### src/rtl/mem_arb.sv
// Two-requester arbiter in front of a single-port memory controller; all outputs registered.
// Ties are round-robin unless MEM_ARB_FIXED_PRIO_EN is defined (requester 0 then always wins).
module mem_arb #(
    parameter int unsigned RD_LAT = 2,
    parameter int unsigned AW     = 11
) (
    input  logic          CLK,
    input  logic          RST,
    input  logic          REQ0,
    input  logic          REQ1,
    input  logic          WE0,
    input  logic          WE1,
    input  logic [AW-1:0] ADDR0,
    input  logic [AW-1:0] ADDR1,
    input  logic [7:0]    WDATA0,
    input  logic [7:0]    WDATA1,
    output logic          GNT0,
    output logic          GNT1,
    output logic          RVALID0,
    output logic          RVALID1,
    output logic [7:0]    RDATA,
    output logic          BUSY,
    output logic [AW-1:0] ADDR,
    output logic          CE,
    output logic          CSB,
    output logic          WEB,
    output logic          OEB,
    output logic [7:0]    IDATA,
    input  logic [7:0]    ODATA
);

    typedef enum logic [1:0] {StIdle, StAccess, StWait} state_e;

    state_e        state_q, state_d;
    logic [2:0]    cnt_q, cnt_d;
    logic          we_q, we_d;
    logic          id_q, id_d;
    logic          grant, winner, rd_done;
    logic          acc_d, wait_d;
`ifndef MEM_ARB_FIXED_PRIO_EN
    logic          last_q, last_d;
`endif

    logic          gnt0_q, gnt0_d, gnt1_q, gnt1_d;
    logic          rvalid0_q, rvalid0_d, rvalid1_q, rvalid1_d;
    logic          busy_q, busy_d;
    logic          ce_q, ce_d, csb_q, csb_d, web_q, web_d, oeb_q, oeb_d;
    logic [AW-1:0] addr_q, addr_d;
    logic [7:0]    idata_q, idata_d, rdata_q, rdata_d;

    // Arbitration: winner is only meaningful while grant is high.
    always_comb begin
        grant = (state_q == StIdle) && (REQ0 || REQ1);
`ifdef MEM_ARB_FIXED_PRIO_EN
        winner = !REQ0;
`else
        winner = (REQ0 && REQ1) ? !last_q : REQ1;
`endif
    end

    always_ff @(posedge CLK) begin
        if (RST) begin
            state_q   <= StIdle;
            cnt_q     <= '0;
            we_q      <= 1'b0;
            id_q      <= 1'b0;
`ifndef MEM_ARB_FIXED_PRIO_EN
            last_q    <= 1'b1;
`endif
            gnt0_q    <= 1'b0;
            gnt1_q    <= 1'b0;
            rvalid0_q <= 1'b0;
            rvalid1_q <= 1'b0;
            busy_q    <= 1'b0;
            ce_q      <= 1'b0;
            csb_q     <= 1'b1;
            web_q     <= 1'b1;
            oeb_q     <= 1'b1;
            addr_q    <= '0;
            idata_q   <= '0;
            rdata_q   <= '0;
        end else begin
            state_q   <= state_d;
            cnt_q     <= cnt_d;
            we_q      <= we_d;
            id_q      <= id_d;
`ifndef MEM_ARB_FIXED_PRIO_EN
            last_q    <= last_d;
`endif
            gnt0_q    <= gnt0_d;
            gnt1_q    <= gnt1_d;
            rvalid0_q <= rvalid0_d;
            rvalid1_q <= rvalid1_d;
            busy_q    <= busy_d;
            ce_q      <= ce_d;
            csb_q     <= csb_d;
            web_q     <= web_d;
            oeb_q     <= oeb_d;
            addr_q    <= addr_d;
            idata_q   <= idata_d;
            rdata_q   <= rdata_d;
        end
    end

    always_comb begin
        state_d = state_q;
        cnt_d   = cnt_q;
        we_d    = we_q;
        id_d    = id_q;
        rd_done = 1'b0;
`ifndef MEM_ARB_FIXED_PRIO_EN
        last_d  = last_q;
`endif
        unique case (state_q)
            StIdle: begin
                if (grant) begin
                    state_d = StAccess;
                    we_d    = winner ? WE1 : WE0;
                    id_d    = winner;
`ifndef MEM_ARB_FIXED_PRIO_EN
                    last_d  = winner;
`endif
                end
            end
            StAccess: begin
                state_d = we_q ? StIdle : StWait;
                cnt_d   = 3'(RD_LAT - 1);
            end
            StWait: begin
                // cnt_q counts the WAIT cycles still to come after this one
                if (cnt_q == 3'd0) begin
                    state_d = StIdle;
                    rd_done = 1'b1;
                end else begin
                    cnt_d = cnt_q - 3'd1;
                end
            end
            default: state_d = StIdle;
        endcase
    end

    // Outputs are decoded from the next state so they line up with the registered state.
    always_comb begin
        acc_d     = (state_d == StAccess);
        wait_d    = (state_d == StWait);
        ce_d      = acc_d || wait_d;
        csb_d     = !ce_d;
        web_d     = !(acc_d && we_d);
        oeb_d     = !((acc_d && !we_d) || wait_d);
        busy_d    = (state_d != StIdle);
        gnt0_d    = grant && !winner;
        gnt1_d    = grant && winner;
        rvalid0_d = rd_done && !id_q;
        rvalid1_d = rd_done && id_q;
        rdata_d   = rd_done ? ODATA : rdata_q;
        addr_d    = addr_q;
        idata_d   = idata_q;
        if (grant) begin
            addr_d  = winner ? ADDR1 : ADDR0;
            idata_d = winner ? WDATA1 : WDATA0;
        end
    end

    assign GNT0    = gnt0_q;
    assign GNT1    = gnt1_q;
    assign RVALID0 = rvalid0_q;
    assign RVALID1 = rvalid1_q;
    assign RDATA   = rdata_q;
    assign BUSY    = busy_q;
    assign ADDR    = addr_q;
    assign CE      = ce_q;
    assign CSB     = csb_q;
    assign WEB     = web_q;
    assign OEB     = oeb_q;
    assign IDATA   = idata_q;

endmodule

### config.mk
export PLATFORM = sky130hd
export DESIGN_NAME = mem_arb
export DESIGN_NICKNAME = d
export VERILOG_FILES = /design/src/rtl/mem_arb.sv
export SDC_FILE = /design/constraint.sdc
export NUM_CORES = 1
export LEC_CHECK = 0
export ABC_AREA = 1
export CORE_MARGIN = 3
export CORE_UTILIZATION = 39
export CTS_BUF_LIST = sky130_fd_sc_hd__clkbuf_4 sky130_fd_sc_hd__clkbuf_8
export CTS_CLUSTER_DIAMETER = 40
export DETAILED_ROUTE_END_ITERATION = 16
export HOLD_SLACK_MARGIN = 0.15
export PLACE_DENSITY_LB_ADDON = 0.05
export SETUP_SLACK_MARGIN = 0.3
export SLEW_MARGIN = 30
export SYNTH_ARGS = -nofsm -noshare
export SYNTH_HDL_FRONTEND = slang
export SYNTH_SLANG_ARGS = --single-unit
### constraint.sdc
create_clock -name CLK -period 3.85 [get_ports CLK]
set_input_delay 0.5775 -clock CLK [delete_from_list [all_inputs] [get_ports CLK]]
set_output_delay 0.5775 -clock CLK [all_outputs]
set_load 0.02 [all_outputs]
==> flow_summary.json, run 1 <==
{
  "grt_max_degree": 23,
  "min_period_over_period_pct": 54.7,
  "wl_per_cell_um": 12.8,
  "clock_path_buffers": 2,
  "synth_area_um2": 1780,
  "post_cts_buffers": 0,
  "worstMarginPinSlew_ns": 0.651,
  "drt_iter0_markers": 82,
  "antenna_found_initial": 0,
  "rsz0062_at_grt": "false",
  "clock-root-buffer": "clkbuf_8",
  "synth_seq_cells": 44,
  "grt-ovfl-total": 0,
  "ioPinCount": 88,
  "clock.fmax_mhz": 474,
  "final_area_um2": 2800,
  "vdd_drop_max_v": 0.000363,
  "cts_inserted_buffers": 5,
  "start_util_pct": 42.5,
  "reg2regPathDepth": 10,
  "wl_um": 4650,
  "clock_latency_ns": 0.30,
  "cts_resized": 0,
  "port_buffers": 87,
  "cp-start-kind": "input port",
  "p_per_area_nw_per_um2": 601,
  "antennaDiodeCount": 0,
  "final_nets": 372,
  "core_um2": 4200,
  "cap_violations": 0,
  "rows": 23,
  "cp.arrival_ns": 2.35,
  "route.detailed.drc": 0,
  "r2r_end": "CE",
  "dp_hpwl_um": 3420,
  "drive_above_1_share_pct": 6.09,
  "min_from": "id_q",
  "status": "finished, final reports clean",
  "maxSlewViolCount": 0,
  "placed_cell_area_um2": 2680,
  "yosys.cell_types.count": 20,
  "r2r_start": "state_q[1]",
  "hold_end": "RVALID0",
  "worstHoldPathType": "register to register",
  "ys_async_sr_fraction_pct": 0,
  "hold_depth": 1,
  "area.growth.synth_to_final_pct": 56.7,
  "tns_ns": 0,
  "path_class": "input port to register",
  "max-slew-margin-rel_pct": 56.6,
  "synth-edff-count": 0,
  "die_y_um": 73.6,
  "final_hold_viol_count": 0,
  "ys_seq_area_share_pct": 49.4,
  "die_w_um": 73.6,
  "end_kind": "register",
  "yosys.area.top_type_share_pct": 49.4,
  "finClkSkew_ns": 0.00458,
  "min_period_ns": 2.11,
  "clkTransAtPathRegs_ns": 0.08,
  "crit_fanout": 13,
  "n_fill_cell": 368,
  "vias_per_cell": 4.87,
  "place_congestion": 0.762,
  "grt_pass1_vias": 1680,
  "synthTopCellsByArea": "dfxtp_1 (49%), nand2_1 (12%), nand3_1 (9.3%), ha_1 (6.3%), nor2_1 (4.4%)",
  "cts.sinks": 44,
  "holdBufCountCts": 0,
  "via_count": 1763,
  "synth_ff_type": "dfxtp_1",
  "syn_avg_cell_area_um2": 7.93,
  "h-tree-depth": 2,
  "cts_tree": "yes",
  "dieArea_um2": 5420,
  "grt_pass1_wl_um": 7600,
  "r2r_slack_ns": 1.98,
  "antenna_left": 0,
  "yosysTopAreaCell": "dfxtp_1",
  "power_leakage_uw": 0.00112,
  "drt-pass1-iter-count": 4,
  "cp.required_ns": 4.09,
  "syn_nets": 286,
  "ys_warn_count": 0,
  "grt_usage_pct": 17.8,
  "setup_viol": 0,
  "synthCells": 225
}
metal layers:
| metal | vias up | routed length [um] | global-route usage [%] |
|---|---|---|---|
| li1 | 908 | - | - |
| met1 | 774 | 2050 | 22.5 |
| met2 | 72 | 2080 | 28.1 |
| met3 | 9 | 438 | 6.16 |
| met4 | 0 | 84 | 5.84 |
| met5 | - | 0 | 0 |
synth_stat cells (2+ instances only):
| cell type | number |
|---|---|
| nor2_2 | 2 |
| inv_2 | 3 |
| o21ai_0 | 9 |
| nand2_1 | 56 |
| ha_1 | 9 |
| nor2_1 | 21 |
| dfxtp_1 | 44 |
| a21oi_1 | 4 |
| nand3_1 | 33 |
| clkbuf_1 | 3 |
| a31oi_1 | 12 |
| buf_2 | 6 |
| nand3b_1 | 2 |
| nor2_4 | 3 |
| inv_1 | 13 |
area by class of cell:
class	count	area, um^2	area share (%)
clock inverters	3	42.5	1.52
inverters	16	60.1	2.15
flip-flops and latches	44	881	31.5
multi-input cells	155	795	28.4
well taps	50	62.6	2.24
clock buffers	5	68.8	2.46
repair buffers	89	886	31.7
cell usage in the layout, fill, tap and decap left out, drive strengths merged:
cell type       n
a21oi           4
a31oi          12
buf             2
bufinv          1
clkbuf          5
clkdlybuf4s50  87
clkinv          1
clkinvlp        1
dfxtp          44
ha              9
inv            16
nand2          56
nand3          33
nand3b          2
nor2           26
nor3            2
o21ai          10
o22ai           1
sequential cells by signal, summed over array words and instances (netlist names), 2 cells and up:
name     flops
cnt_q        3
ADDR        11
IDATA        8
RDATA        8
state_q      2
worst max-delay path by stage:
stage               endpoint     start  cells past startpoint  slack (ns)
floorplan                 CE  cnt_q[0]                     10        2.25
global placement     ADDR[0]      REQ1                      7        1.49
detailed placement   ADDR[4]      REQ0                      8        1.43
CTS                  ADDR[8]      REQ0                      8        1.72
global route        IDATA[3]      REQ0                      8        1.50
finish              IDATA[3]      REQ0                      8        1.74
power by group:
part / internal (uW) / total [uW] / switching, uW
combinational: 314 / 709 / 395
sequential: 564 / 620 / 55.4
clock: 192 / 351 / 159
total: 1070 / 1680 / 609
critical path, cell delays in order:
cell	delay, ns
clkdlybuf4s50_1	0.45
nand2_1	0.10
nand2_1	0.26
nor2_2	0.45
inv_2	0.11
nor2_4	0.22
nand2_1	0.09
nand3_1	0.07
cell families after synthesis:
logic type | Yosys count | share of synthesized area [%]
buffers and inverters | 26 | 6.10
AND/OR/NAND/NOR | 119 | 29.7
AO/OA/AOI/OAI | 27 | 8.48
flip-flops | 44 | 49.4
adder cells (fa/ha/maj) | 9 | 6.31
metrics by stage:
stage	setup slack, ns	hold WS [ns]	utilization, %	total power [uW]	instances
2_1_floorplan	2.25	0.402	-	1040	225
3_3_place_gp	1.49	0.409	63.9	1330	354
3_5_place_dp	1.43	0.414	63.9	1340	354
4_1_cts	1.72	0.431	66.5	1690	362
5_1_grt	1.50	0.451	66.5	1800	362
6_report	1.74	0.428	66.5	1680	362
(Power assumes the default switching activity.)
==> run 2: changes to the inputs <==
CORE_UTILIZATION = 37   (was 39)
clock period = 1.8 ns   (was 3.85 ns; I/O delays follow)
==> run 2 against run 1 <==
Effect of this change: sequential share of layout area is 2.8 points lower; final area is 11% higher; sequential power is 110% higher; worst setup slack worse by 1.5 ns; wire length is 6.3% higher; die area is 4.9% higher; flip-flop and latch count stayed put; clock-buffer cell count is 3 higher; non-clock buffer count is 18 higher; critical path type is now register to register; final cell count is 6.1% higher.
==> flow_summary.json, run 2 (synthesis results as in run 1) <==
{
  "status": "finished, final reports clean",
  "p_per_area_nw_per_um2": 1280,
  "cap_violations": 0,
  "n_fill_cell": 388,
  "cp-start-kind": "register",
  "area.growth.synth_to_final_pct": 73.6,
  "final_common_cell": "clkdlybuf4s50_1",
  "ioPinCount": 88,
  "grt_pass1_vias": 1802,
  "dieArea_um2": 5690,
  "drt_iter0_markers": 76,
  "wl_per_cell_um": 12.9,
  "worstMarginPinSlew_ns": 0.297,
  "crit_fanout": 3,
  "finClkSkew_ns": 0.00365,
  "clock_latency_ns": 0.29,
  "grt-ovfl-total": 0,
  "holdWs_ns": 0.450,
  "core_um2": 4500,
  "cts_inserted_buffers": 5,
  "clkTransAtPathRegs_ns": 0.08,
  "cp_common_cell": "ha_4",
  "largest_reg_flops": 11,
  "cp.required_ns": 1.98,
  "clock.fmax_mhz": 650,
  "final_hold_viol_count": 0,
  "cp.arrival_ns": 1.71,
  "drt-pass1-iter-count": 6,
  "clock-root-buffer": "clkbuf_8",
  "antennaDiodeCount": 0,
  "cts.sinks": 44,
  "wl_um": 4940,
  "max-slew-margin-rel_pct": 80.2,
  "rows": 24,
  "vdd_drop_max_v": 0.000615,
  "drive_above_1_share_pct": 19.9,
  "power_leakage_uw": 0.00148,
  "dp_hpwl_um": 3340,
  "vias_per_cell": 4.82,
  "layout_common_cells": "clkdlybuf4s50_1 (53), nand2_1 (52), dfxtp_1 (40)",
  "cp_slowest_stage_delay_ns": 0.34,
  "start_util_pct": 39.6,
  "min_period_over_period_pct": 85.4,
  "clock_path_buffers": 2,
  "die_y_um": 75.4,
  "place_congestion": 0.750,
  "end_kind": "register",
  "grt_max_degree": 21,
  "h-tree-depth": 2,
  "via_count": 1850,
  "setup_viol": 0,
  "port_buffers": 87,
  "antenna_left": 0,
  "antenna_found_initial": 0,
  "final_nets": 392,
  "worstHoldPathType": "register to register",
  "maxSlewViolCount": 0,
  "post-route-util_pct": 68.8,
  "rsz0062_at_grt": "true",
  "crit_path_cell_trace": "inv_2 -> ha_4 -> ha_4 -> inv_4 -> a21oi_4 -> nor3_4 -> inv_2 -> ha_4 -> nand2_2",
  "grt_usage_pct": 17.5,
  "cts_tree": "yes",
  "route.detailed.drc": 0,
  "crit_slowest_cell": "dfxtp_2",
  "path_class": "register to register",
  "grt_pass1_wl_um": 7690,
  "min_period_ns": 1.54,
  "die_w_um": 75.4
}
==> run 2: metal layers <==
| layer | global-route usage, % | vias up | routed length [um] |
|---|---|---|---|
| met5 | 0 | - | 0 |
| met4 | 6.41 | 0 | 84 |
| met3 | 6.73 | 13 | 446 |
| li1 | - | 948 | - |
| met2 | 29.9 | 74 | 2410 |
| met1 | 19.7 | 815 | 2000 |
==> run 2: power breakdown <==
part / internal (uW) / total, uW / switching (uW)
Clock: 343 / 658 / 314
Combinational: 922 / 1970 / 1050
Sequential: 1220 / 1330 / 113
==> run 2: final timing paths <==
kind	slack [ns]	start	cells after the start	endpoint
max	0.26	cnt_q[0]	9	CSB
min	0.45	id_q	1	RVALID0
max reg2reg	0.26	cnt_q[0]	9	CSB
min reg2reg	0.45	id_q	1	RVALID0
==> run 2: per-stage QoR <==
stage / TNS, ns / instances / power [uW] / worst slack (ns) / cell area, um^2
2_1_floorplan: 0 / 225 / 2260 / 0.276 / 1800
3_3_place_gp: -0.00601 / 364 / 2980 / -0.00601 / 2780
3_5_place_dp: -0.0894 / 364 / 3000 / -0.0683 / 2780
4_1_cts: 0 / 377 / 3770 / 0.265 / 2960
5_1_grt: 0 / 384 / 4250 / 0.160 / 3100
6_report: 0 / 384 / 3960 / 0.263 / 3100
==> run 2: layout make-up <==
| type | instances | area (um^2) | area share, % |
|---|---|---|---|
| clock buffers | 8 | 97.6 | 3.15 |
| inverters | 16 | 65.1 | 2.10 |
| multi-input cells | 157 | 936 | 30.2 |
| flip-flops and latches | 44 | 891 | 28.8 |
| well taps | 52 | 65.1 | 2.10 |
| repair buffers | 107 | 1040 | 33.7 |
==> run 2: worst max-delay path: cells and delay by family, from the launching register on <==
family                   cells  cell delay [ns]
buffers and inverters        3             0.20
AO/OA/AOI/OAI                1             0.06
flip-flops                   1             0.34
AND/OR/NAND/NOR              2             0.26
adder cells (fa/ha/maj)      3             0.57
==> run 2: timing repair <==
item / 4_1_cts / 5_1_grt
buffers inserted: 5 / 5
setup endpoints to repair: 35 / 35
gates cloned: 0 / 2
pin swaps: 4 / 11
hold buffers: 0 / 0
gates resized for setup: 36 / 26
